===== src/rtl/rcb_frl_training_pattern_gen.sv =====
`default_nettype none
// ============================================================================
// Module      : rcb_frl_training_pattern_gen
// Description : Training-pattern source for the Fast Radio Link TX lane.
//               On an accepted start request it emits a counted (or
//               continuous) burst of alternating PAT_A/PAT_B words, one per
//               cycle, then pulses done. Abort terminates the burst at once
//               without a done pulse.
//               Optional feature macro FRL_TRAIN_PRBS_EN adds a mode input
//               selecting a PRBS7 (x^7+x^6+1) word stream instead.
// Revision    : 1.0 - initial release
// ============================================================================
module rcb_frl_training_pattern_gen #(
    parameter int                DATA_W = 8,
    parameter logic [DATA_W-1:0] PAT_A  = DATA_W'(8'hF4),
    parameter logic [DATA_W-1:0] PAT_B  = DATA_W'(8'hC2),
    parameter int                CNT_W  = 16
) (
    input  logic              clk,
    input  logic              rst_n,
    input  logic              start,
    input  logic              abort,
    input  logic [CNT_W-1:0]  train_len,
`ifdef FRL_TRAIN_PRBS_EN
    input  logic              mode,
`endif
    output logic [DATA_W-1:0] data_out,
    output logic              data_valid,
    output logic              busy,
    output logic              done
);

    typedef enum logic [0:0] {
        ST_IDLE  = 1'b0,
        ST_TRAIN = 1'b1
    } state_t;

    state_t              state;
    state_t              state_nx;

    // Down-counter of words still to emit, including the one on data_out.
    // A value of zero marks a continuous burst and is never decremented.
    logic [CNT_W-1:0]    cnt;
    logic [CNT_W-1:0]    cnt_nx;

    // 1 = the next alternating word to emit is PAT_B.
    logic                phase;
    logic                phase_nx;

    logic [DATA_W-1:0]   data_nx;
    logic                valid_nx;
    logic                done_nx;

    // Word source selection; tied off when the PRBS feature is absent.
    logic                start_prbs;
    logic                run_prbs;
    logic [DATA_W-1:0]   prbs_word;

`ifdef FRL_TRAIN_PRBS_EN
    logic                mode_q;
    logic                mode_nx;
    logic [6:0]          lfsr;
    logic [6:0]          lfsr_nx;
    logic [6:0]          prbs_src;
    logic [6:0]          prbs_after;
    logic [6:0]          prbs_tmp;
    logic                prbs_bit;

    assign start_prbs = mode;
    assign run_prbs   = mode_q;

    // A fresh burst always starts from the all-ones seed; otherwise continue
    // from the running LFSR state.
    assign prbs_src   = (state == ST_IDLE) ? 7'h7F : lfsr;

    // Advance the LFSR DATA_W steps; first generated bit lands in the MSB.
    always_comb begin
        prbs_tmp  = prbs_src;
        prbs_bit  = 1'b0;
        prbs_word = '0;
        for (int i = DATA_W - 1; i >= 0; i--) begin
            prbs_bit     = prbs_tmp[6] ^ prbs_tmp[5];
            prbs_tmp     = {prbs_tmp[5:0], prbs_bit};
            prbs_word[i] = prbs_bit;
        end
        prbs_after = prbs_tmp;
    end

    // LFSR and latched mode registers.
    always_ff @(posedge clk or negedge rst_n) begin
        if (!rst_n) begin
            lfsr   <= '0;
            mode_q <= 1'b0;
        end else begin
            lfsr   <= lfsr_nx;
            mode_q <= mode_nx;
        end
    end
`else
    assign start_prbs = 1'b0;
    assign run_prbs   = 1'b0;
    assign prbs_word  = '0;
`endif

    // Next-state and next-output decode; outputs are registered so the first
    // word appears on the same edge that accepts start.
    always_comb begin
        state_nx = state;
        cnt_nx   = cnt;
        phase_nx = phase;
        data_nx  = '0;
        valid_nx = 1'b0;
        done_nx  = 1'b0;
`ifdef FRL_TRAIN_PRBS_EN
        lfsr_nx  = lfsr;
        mode_nx  = mode_q;
`endif
        case (state)
            ST_IDLE: begin
                // Abort has priority: a simultaneous start is dropped.
                if (start && !abort) begin
                    state_nx = ST_TRAIN;
                    cnt_nx   = train_len;
                    phase_nx = 1'b1;
                    valid_nx = 1'b1;
                    data_nx  = start_prbs ? prbs_word : PAT_A;
`ifdef FRL_TRAIN_PRBS_EN
                    mode_nx  = mode;
                    lfsr_nx  = prbs_after;
`endif
                end
            end
            ST_TRAIN: begin
                if (abort) begin
                    state_nx = ST_IDLE;
                    cnt_nx   = '0;
                    phase_nx = 1'b0;
                end else if (cnt == CNT_W'(1)) begin
                    // Last counted word is currently on the output.
                    state_nx = ST_IDLE;
                    cnt_nx   = '0;
                    phase_nx = 1'b0;
                    done_nx  = 1'b1;
                end else begin
                    valid_nx = 1'b1;
                    phase_nx = ~phase;
                    data_nx  = run_prbs ? prbs_word : (phase ? PAT_B : PAT_A);
                    if (cnt != '0) begin
                        cnt_nx = cnt - CNT_W'(1);
                    end
`ifdef FRL_TRAIN_PRBS_EN
                    lfsr_nx  = prbs_after;
`endif
                end
            end
            default: begin
                state_nx = ST_IDLE;
                cnt_nx   = '0;
                phase_nx = 1'b0;
            end
        endcase
    end

    // State, counter, phase and output registers.
    always_ff @(posedge clk or negedge rst_n) begin
        if (!rst_n) begin
            state      <= ST_IDLE;
            cnt        <= '0;
            phase      <= 1'b0;
            data_out   <= '0;
            data_valid <= 1'b0;
            done       <= 1'b0;
        end else begin
            state      <= state_nx;
            cnt        <= cnt_nx;
            phase      <= phase_nx;
            data_out   <= data_nx;
            data_valid <= valid_nx;
            done       <= done_nx;
        end
    end

    assign busy = (state == ST_TRAIN);

endmodule
`default_nettype wire


===== config.mk =====
export PLATFORM = sky130hd
export DESIGN_NAME = rcb_frl_training_pattern_gen
export DESIGN_NICKNAME = d
export VERILOG_FILES = /design/src/rtl/rcb_frl_training_pattern_gen.sv
export SDC_FILE = /design/constraint.sdc
export NUM_CORES = 1
export LEC_CHECK = 0
export CORE_AREA = 2 2 59 55
export DETAILED_ROUTE_END_ITERATION = 16
export DIE_AREA = 0 0 61 57
export PLACE_DENSITY = 0.86
export SYNTH_ARGS = -nofsm -noshare
export SYNTH_HDL_FRONTEND = slang
export SYNTH_SLANG_ARGS = --single-unit

===== constraint.sdc =====
create_clock -name clk -period 2.3 [get_ports clk]
set_input_delay 0.23 -clock clk [delete_from_list [all_inputs] [get_ports clk]]
set_output_delay 0.23 -clock clk [all_outputs]
set_load 0.005 [all_outputs]

==> flow_metrics.tcl, run 1 <==
set metrics [dict create \
    worst_hold_path_type "primary input to async pin" \
    final-max-slew-violation-count 0 \
    power_density_nw_per_um2 662 \
    row_count 19 \
    irDropWorstVdd_v 0.000380 \
    placed_area_sq_um 1650 \
    first_pass_iters 4 \
    yosysWarningCount 0 \
    fin_worst_skew_ns 0.00315 \
    postRouteAntennaNets 0 \
    slew-limit-headroom_pct 61.5 \
    worst_reg_to_reg_setup_slack_ns 0.02 \
    cts_buffers 3 \
    route.vias.total 1273 \
    flip_flop_and_latch_area_sq_um 527 \
    core-area_sq_um 2920 \
    multi_input_area_sq_um 728 \
    via_density_per_instance 5.89 \
    grt_pass1_vias 1159 \
    nNetsFinal 198 \
    number_of_hold_violations_in_the_final_report 0 \
    antenna_cells 0 \
    rsz0062_at_grt "true" \
    finalWeightedCongestion 0.883 \
    htree_num_levels 1 \
    seq_area_frac_synth_pct 38.6 \
    timing.final.crit_share_pct 99.2 \
    max-clock-path-buffers 2 \
    tritoncts "done" \
    crit_path_max_fanout 7 \
    final_non_filler_cell_area_sq_um 1750 \
    wire_per_inst_um 16.2 \
    cts_num_sinks 21 \
    achievable-frequency_mhz 438 \
    grt_first_pass_wirelength_um 5410 \
    synth_seq_cells 21 \
    synth.avg_cell_area_sq_um 9.52 \
    syn-instance-count 143 \
    floorplan.initialDensity_pct 46.6 \
    setup.worst_path.class "flip-flop to flip-flop" \
    syn2layout_area_growth_pct 28.3 \
    drc 0 \
    min_period_ns 2.28 \
    clock_insertion_delay_worst_skew_ns 0.31 \
    grt.overflow.total 0 \
    max_slew.worst_pin.slew_ns 0.572 \
    grt_use_total_pct 20.7 \
    startpoint_class "flip-flop" \
    die-area_sq_um 3480 \
    cap_violations 0 \
    layout.core_utilization_pct 59.7 \
    nFillCells 250 \
    drt_wl_total_um 3500 \
    finalWorstSetupSlack_ns 0.0173 \
    grt_start_max_net_pins 22 \
    worst-endpoint-arrival_ns 2.49 \
    post_route_cells_drive_above_1_share_pct 17.2 \
    die_width_um 61 \
    worst_r2r_path_depth 8 \
    detail_route.iter0.violations 53 \
    post-dp-hpwl_um 2380 \
    cp_data_required_time_ns 2.51 \
    vertical_die_dimension_um 57 \
    cp-end-kind "flip-flop" \
    grt_antenna_before_repair 0 \
    clkSlewWorstSetupHoldPaths_ns 0.13 \
    setup_violations 0 \
    run_status "finished clean" \
    stdcell_count 216 \
    buffer_ports.inserted 28 \
    synth_cell_types 43 \
    post_synthesis_cell_area_sq_um 1360 \
    leakagePower_nw 0.712 \
    numPlacedInstances 207 \
    preCtsSetupSlack_ns 0.0515 \
    ios 31 \
    cts-root-buf "sky130_fd_sc_hd__clkbuf_4" \
]
## repair_timing
action | in CTS | in global routing
hold buffers | 0 | 0
setup buffers | 0 | 4
gates resized for setup | 0 | 10
setup endpoints to repair | 0 | 9
## layout make-up
class / count / area share [%]
Multi-Input combinational cell: 99 / 41.7
Sequential cell: 21 / 30.2
Timing Repair Buffer: 40 / 21.4
Tap cell: 42 / 3.01
Inverter: 10 / 2.15
Clock buffer: 3 / 1.29
Clock inverter: 1 / 0.287
## flip-flops by register name, indices dropped and copies added, names as in the netlist
register,cells
cnt,16
data_out,3
done,1
phase,1
## report_power, final
group          switching, mW  internal, mW  total [mW]  leakage, nW
logic                  0.234         0.222       0.456        0.433
registers             0.0741         0.440       0.514        0.262
clock network          0.121        0.0650       0.186       0.0177
## metal layers
| metal | GRT usage [%] | wire length, um | vias to the layer above | part of all wire, % |
|---|---|---|---|---|
| met4 | 9.01 | 63 | 0 | 1.8 |
| met3 | 3.40 | 157 | 9 | 4.5 |
| met2 | 31.3 | 1720 | 40 | 49 |
| met5 | 0 | 0 | - | 0 |
| li1 | - | - | 601 | - |
| met1 | 29.2 | 1560 | 623 | 45 |
## synth_stat cells, drive strengths merged
library cell,count,share of area (%)
or3,2,0.92
dfrtp,21,39
clkinv,1,0.28
buf,13,7.7
o21ai,16,5.9
o2bb2ai,4,2.6
a221oi,2,1.3
a31oi,1,0.46
nor3b,2,1.1
a32o,4,2.9
a21oi,5,1.8
nand3,3,1.1
and2,1,0.46
nand2b,3,1.4
and3,1,0.46
or4,3,1.9
conb,1,0.28
nor2,7,2.1
clkbuf,2,0.55
inv,9,2.5
nor3,8,3.3
and4bb,1,0.92
nor4,4,2.9
and4,1,0.64
a2bb2oi,1,1.1
a211oi,1,0.55
or4b,1,0.74
ha,3,2.8
a32oi,3,1.9
nor2b,1,0.46
nand2,2,0.55
a22o,11,7.1
a31o,1,0.64
o22ai,3,1.4
o41ai,1,0.64
## final timing paths
kind	startpoint	to
min in group clk	phase$_DFFE_PN0P_	data_out[5]$_DFF_PN0_
min reg2reg	phase$_DFFE_PN0P_	data_out[5]$_DFF_PN0_
max reg2reg	cnt[1]$_DFFE_PN0P_	cnt[11]$_DFFE_PN0P_
max in group asynchronous	rst_n	cnt[0]$_DFFE_PN0P_
max	cnt[1]$_DFFE_PN0P_	cnt[11]$_DFFE_PN0P_
min	rst_n	cnt[11]$_DFFE_PN0P_
## critical path, cell delays in order, from the launching register on
cell,delay [ns]
sky130_fd_sc_hd__dfrtp_1,0.41
sky130_fd_sc_hd__inv_2,0.09
sky130_fd_sc_hd__ha_4,0.14
sky130_fd_sc_hd__or4b_4,0.47
sky130_fd_sc_hd__nor4_4,0.34
sky130_fd_sc_hd__buf_4,0.20
sky130_fd_sc_hd__nor2_4,0.07
sky130_fd_sc_hd__a32o_1,0.24
sky130_fd_sc_hd__a22o_1,0.22
## logic make-up (layout without fill, tap and decap cells)
group / after synthesis / count (layout) / synth area share (%)
AO/OA/AOI/OAI: 53 / 53 / 28.3
adder cells (fa/ha/maj): 3 / 3 / 2.76
buffers and inverters: 25 / 54 / 11.0
flip-flops: 21 / 21 / 38.6
other: 1 / 2 / 0.275
AND/OR/NAND/NOR: 40 / 41 / 19.0
## placed cells by master, fill, tap and decap left out, types with 2 or more instances in the layout
cell / n
sky130_fd_sc_hd__a21oi_1: 4
sky130_fd_sc_hd__a221oi_1: 2
sky130_fd_sc_hd__a22o_1: 11
sky130_fd_sc_hd__a32o_1: 4
sky130_fd_sc_hd__a32oi_1: 3
sky130_fd_sc_hd__buf_4: 11
sky130_fd_sc_hd__clkbuf_4: 3
sky130_fd_sc_hd__clkdlybuf4s50_1: 28
sky130_fd_sc_hd__conb_1: 2
sky130_fd_sc_hd__dfrtp_1: 20
sky130_fd_sc_hd__ha_1: 2
sky130_fd_sc_hd__inv_1: 8
sky130_fd_sc_hd__nand2_1: 2
sky130_fd_sc_hd__nand2b_1: 2
sky130_fd_sc_hd__nand3_1: 3
sky130_fd_sc_hd__nor2_1: 6
sky130_fd_sc_hd__nor3_1: 7
sky130_fd_sc_hd__nor3b_1: 2
sky130_fd_sc_hd__nor4_1: 3
sky130_fd_sc_hd__o21ai_0: 12
sky130_fd_sc_hd__o21ai_1: 4
sky130_fd_sc_hd__o22ai_1: 3
sky130_fd_sc_hd__o2bb2ai_1: 4
sky130_fd_sc_hd__or3_1: 2
sky130_fd_sc_hd__or4_1: 2
## metrics by stage
| stage | hold WS, ns | setup TNS, ns | power [mW] |
|---|---|---|---|
| 5_1_grt | 0.260 | -0.235 | 1.22 |
| 3_3_place_gp | 0.484 | 0 | 0.912 |
| 6_report | 0.247 | 0 | 1.16 |
| 4_1_cts | 0.253 | 0 | 1.12 |
| 3_5_place_dp | 0.496 | 0 | 0.934 |
| 2_1_floorplan | -0.0656 | 0 | 0.784 |
Note: power is estimated with default switching activity, not from simulation.
==> run 2: changes to the inputs <==
Settings changed: ABC_CLOCK_PERIOD_IN_PS set to 2300, CORE_AREA 2 2 59 55 to 2 2 57 54, CTS_BUF_LIST set to sky130_fd_sc_hd__clkbuf_4 sky130_fd_sc_hd__clkbuf_8, DIE_AREA 0 0 61 57 to 0 0 59 56, PLACE_DENSITY 0.86 to 0.89.
==> run 2 against run 1 <==
Effect of this change:
- register-to-register slack improved by 0.05 ns
- clock skew grew 0.0049 ns
- non-clock buffer count fell by 4
- power is 1.8% lower
- combinational power shrank 7.2%
- worst hold slack worse by 0.012 ns
- fmax rose by 2.1%
- die area fell by 5.0%
- setup slack better by 0.047 ns
- critical endpoint unchanged
- largest power group unchanged
- highest routed layer unchanged
==> flow_metrics.tcl, run 2 (synthesized netlist as in run 1, its figures left out) <==
set metrics [dict create \
    final_non_filler_cell_area_sq_um 1660 \
    max_stage_delay_ns 0.49 \
    number_of_hold_violations_in_the_final_report 0 \
    worst_hold_path_type "primary input to async pin" \
    top_regs "cnt: 16 flops, data_out: 3 flops" \
    reg_to_reg_end "cnt[11]$_DFFE_PN0P_" \
    worst_r2r_path_depth 8 \
    worst-endpoint-arrival_ns 2.46 \
    grt.overflow.total 0 \
    drc 0 \
    top_register "cnt" \
    irDropWorstVdd_v 0.000310 \
    cts-root-buf "sky130_fd_sc_hd__clkbuf_4" \
    setup.worst_path.class "flip-flop to flip-flop" \
    power_frac_comb_pct 37.2 \
    die-area_sq_um 3300 \
    commonest_cells_after_routing_fill_and_taps_aside "28 x sky130_fd_sc_hd__clkdlybuf4s50_1, 21 x sky130_fd_sc_hd__dfrtp_1, 13 x sky130_fd_sc_hd__o21ai_0, 11 x sky130_fd_sc_hd__a22o_1, 9 x sky130_fd_sc_hd__inv_1" \
    buffer_ports.inserted 28 \
    grt_antenna_before_repair 0 \
    numPlacedInstances 195 \
    tritoncts "done" \
    crit_path_max_fanout 14 \
    max-clock-path-buffers 2 \
    post_route_cells_drive_above_1_share_pct 11.8 \
    cp-end-kind "flip-flop" \
    achievable-frequency_mhz 447 \
    critical_path.slowest_cell "sky130_fd_sc_hd__or4b_4" \
    finalWeightedCongestion 0.872 \
    core-area_sq_um 2660 \
    switching_power_mw 0.431 \
    timing.final.crit_share_pct 97.2 \
    cts_buffers 3 \
    via_density_per_instance 6.42 \
    row_count 18 \
    cp_data_required_time_ns 2.52 \
    setup_violations 0 \
    max_slew.worst_pin.slew_ns 0.599 \
    final.hold.worst_slack_ns 0.234 \
    fin_worst_skew_ns 0.00805 \
    cap_violations 0 \
    finalWorstSetupSlack_ns 0.0641 \
    worst_reg_to_reg_setup_slack_ns 0.06 \
    antenna_cells 0 \
    detail_route.iter0.violations 91 \
    placed_area_sq_um 1630 \
    first_pass_iters 4 \
    share_clk_of_total_power_pct 16.9 \
    grt_start_max_net_pins 22 \
    floorplan.initialDensity_pct 51.2 \
    syn2layout_area_growth_pct 22.1 \
    slew-limit-headroom_pct 60.0 \
    vertical_die_dimension_um 56 \
    final-max-slew-violation-count 0 \
    grt_first_pass_wirelength_um 5660 \
    startpoint_class "flip-flop" \
    clock_insertion_delay_worst_skew_ns 0.32 \
    ios 31 \
    drt_wl_total_um 3650 \
    cts-resized-gates 0 \
    clkSlewWorstSetupHoldPaths_ns 0.13 \
    layout.core_utilization_pct 62.5 \
    layout.cells.most_common "sky130_fd_sc_hd__clkdlybuf4s50_1" \
    grt_pass1_vias 1201 \
    regToRegStartpoint "cnt[1]$_DFFE_PN0P_" \
    cts_num_sinks 21 \
    report.power.total_mw 1.14 \
    min_period_ns 2.24 \
    grt_use_total_pct 22.3 \
    wire_per_inst_um 18.3 \
    post_cts.repair.setup_buffers 0 \
    preCtsSetupSlack_ns 0.139 \
    nFillCells 222 \
    crit_path_cell_trace "inv_1, ha_1, or4b_4, nor4_4, buf_4, nor2_2, a32o_1, a22o_1" \
    p_sw_share_pct 38.0 \
    setup-tns-final_ns 0 \
    route.vias.total 1278 \
    cts.hold.buffers_added 0 \
    htree_num_levels 1 \
    power_density_nw_per_um2 684 \
    die_width_um 59 \
    postRouteAntennaNets 0 \
    run_status "finished clean" \
    power.share.sequential_pct 45.8 \
    internal_power_mw 0.705 \
    post-dp-hpwl_um 2510 \
    largest_register_ff_count 16 \
    nNetsFinal 193 \
    stdcell_count 199 \
    leakagePower_nw 0.686 \
]
run 2: area by class of cell:
| class | count | area (sq um) | share of cell area (%) |
|---|---|---|---|
| clock buffer | 3 | 22.5 | 1.36 |
| tap | 30 | 37.5 | 2.26 |
| sequential | 21 | 526 | 31.6 |
| clock inverter | 1 | 5.00 | 0.301 |
| inverter | 10 | 37.5 | 2.26 |
| multi-input combinational | 98 | 693 | 41.7 |
| timing repair buffer | 36 | 340 | 20.5 |
run 2: worst max path at each step:
stage                               end  slack [ns]  depth (start not counted)          startpoint
finish              cnt[11]$_DFFE_PN0P_        0.06                          8  cnt[1]$_DFFE_PN0P_
CTS                  cnt[9]$_DFFE_PN0P_        0.09                          8  cnt[1]$_DFFE_PN0P_
detailed placement   cnt[9]$_DFFE_PN0P_        0.14                          8  cnt[1]$_DFFE_PN0P_
global route         cnt[9]$_DFFE_PN0P_       -0.05                          8  cnt[1]$_DFFE_PN0P_
global placement    cnt[11]$_DFFE_PN0P_        0.19                          8  cnt[1]$_DFFE_PN0P_
floorplan            cnt[8]$_DFFE_PN0P_        0.22                          8  cnt[1]$_DFFE_PN0P_
run 2: critical path, delay by kind of cell, from the launching register on:
family	cells	cell delay [ns]
AND/OR/NAND/NOR	3	0.76
adder cells (fa/ha/maj)	1	0.20
flip-flops	1	0.42
buffers and inverters	2	0.25
AO/OA/AOI/OAI	2	0.51
run 2: power by group through the flow:
stage / logic (mW) / clock network, mW / registers [mW]
after floorplan: 0.280 / 0 / 0.504
after global placement: 0.392 / 0 / 0.513
after detailed placement: 0.410 / 0 / 0.520
after CTS: 0.414 / 0.192 / 0.513
after global routing: 0.458 / 0.214 / 0.531
final: 0.423 / 0.192 / 0.521
run 2: per-layer routing:
metal	global-route usage (%)	part of all wire, %
met5	0	0
met4	10.7	2.5
met3	2.33	6.0
met2	35.9	49
met1	29.2	42
==> run 3: changes to the inputs <==
Settings changed: CTS_CLUSTER_DIAMETER set to 60.
==> results of run 3 <==
Final layout, timing and power as in run 2 (identical DEF).
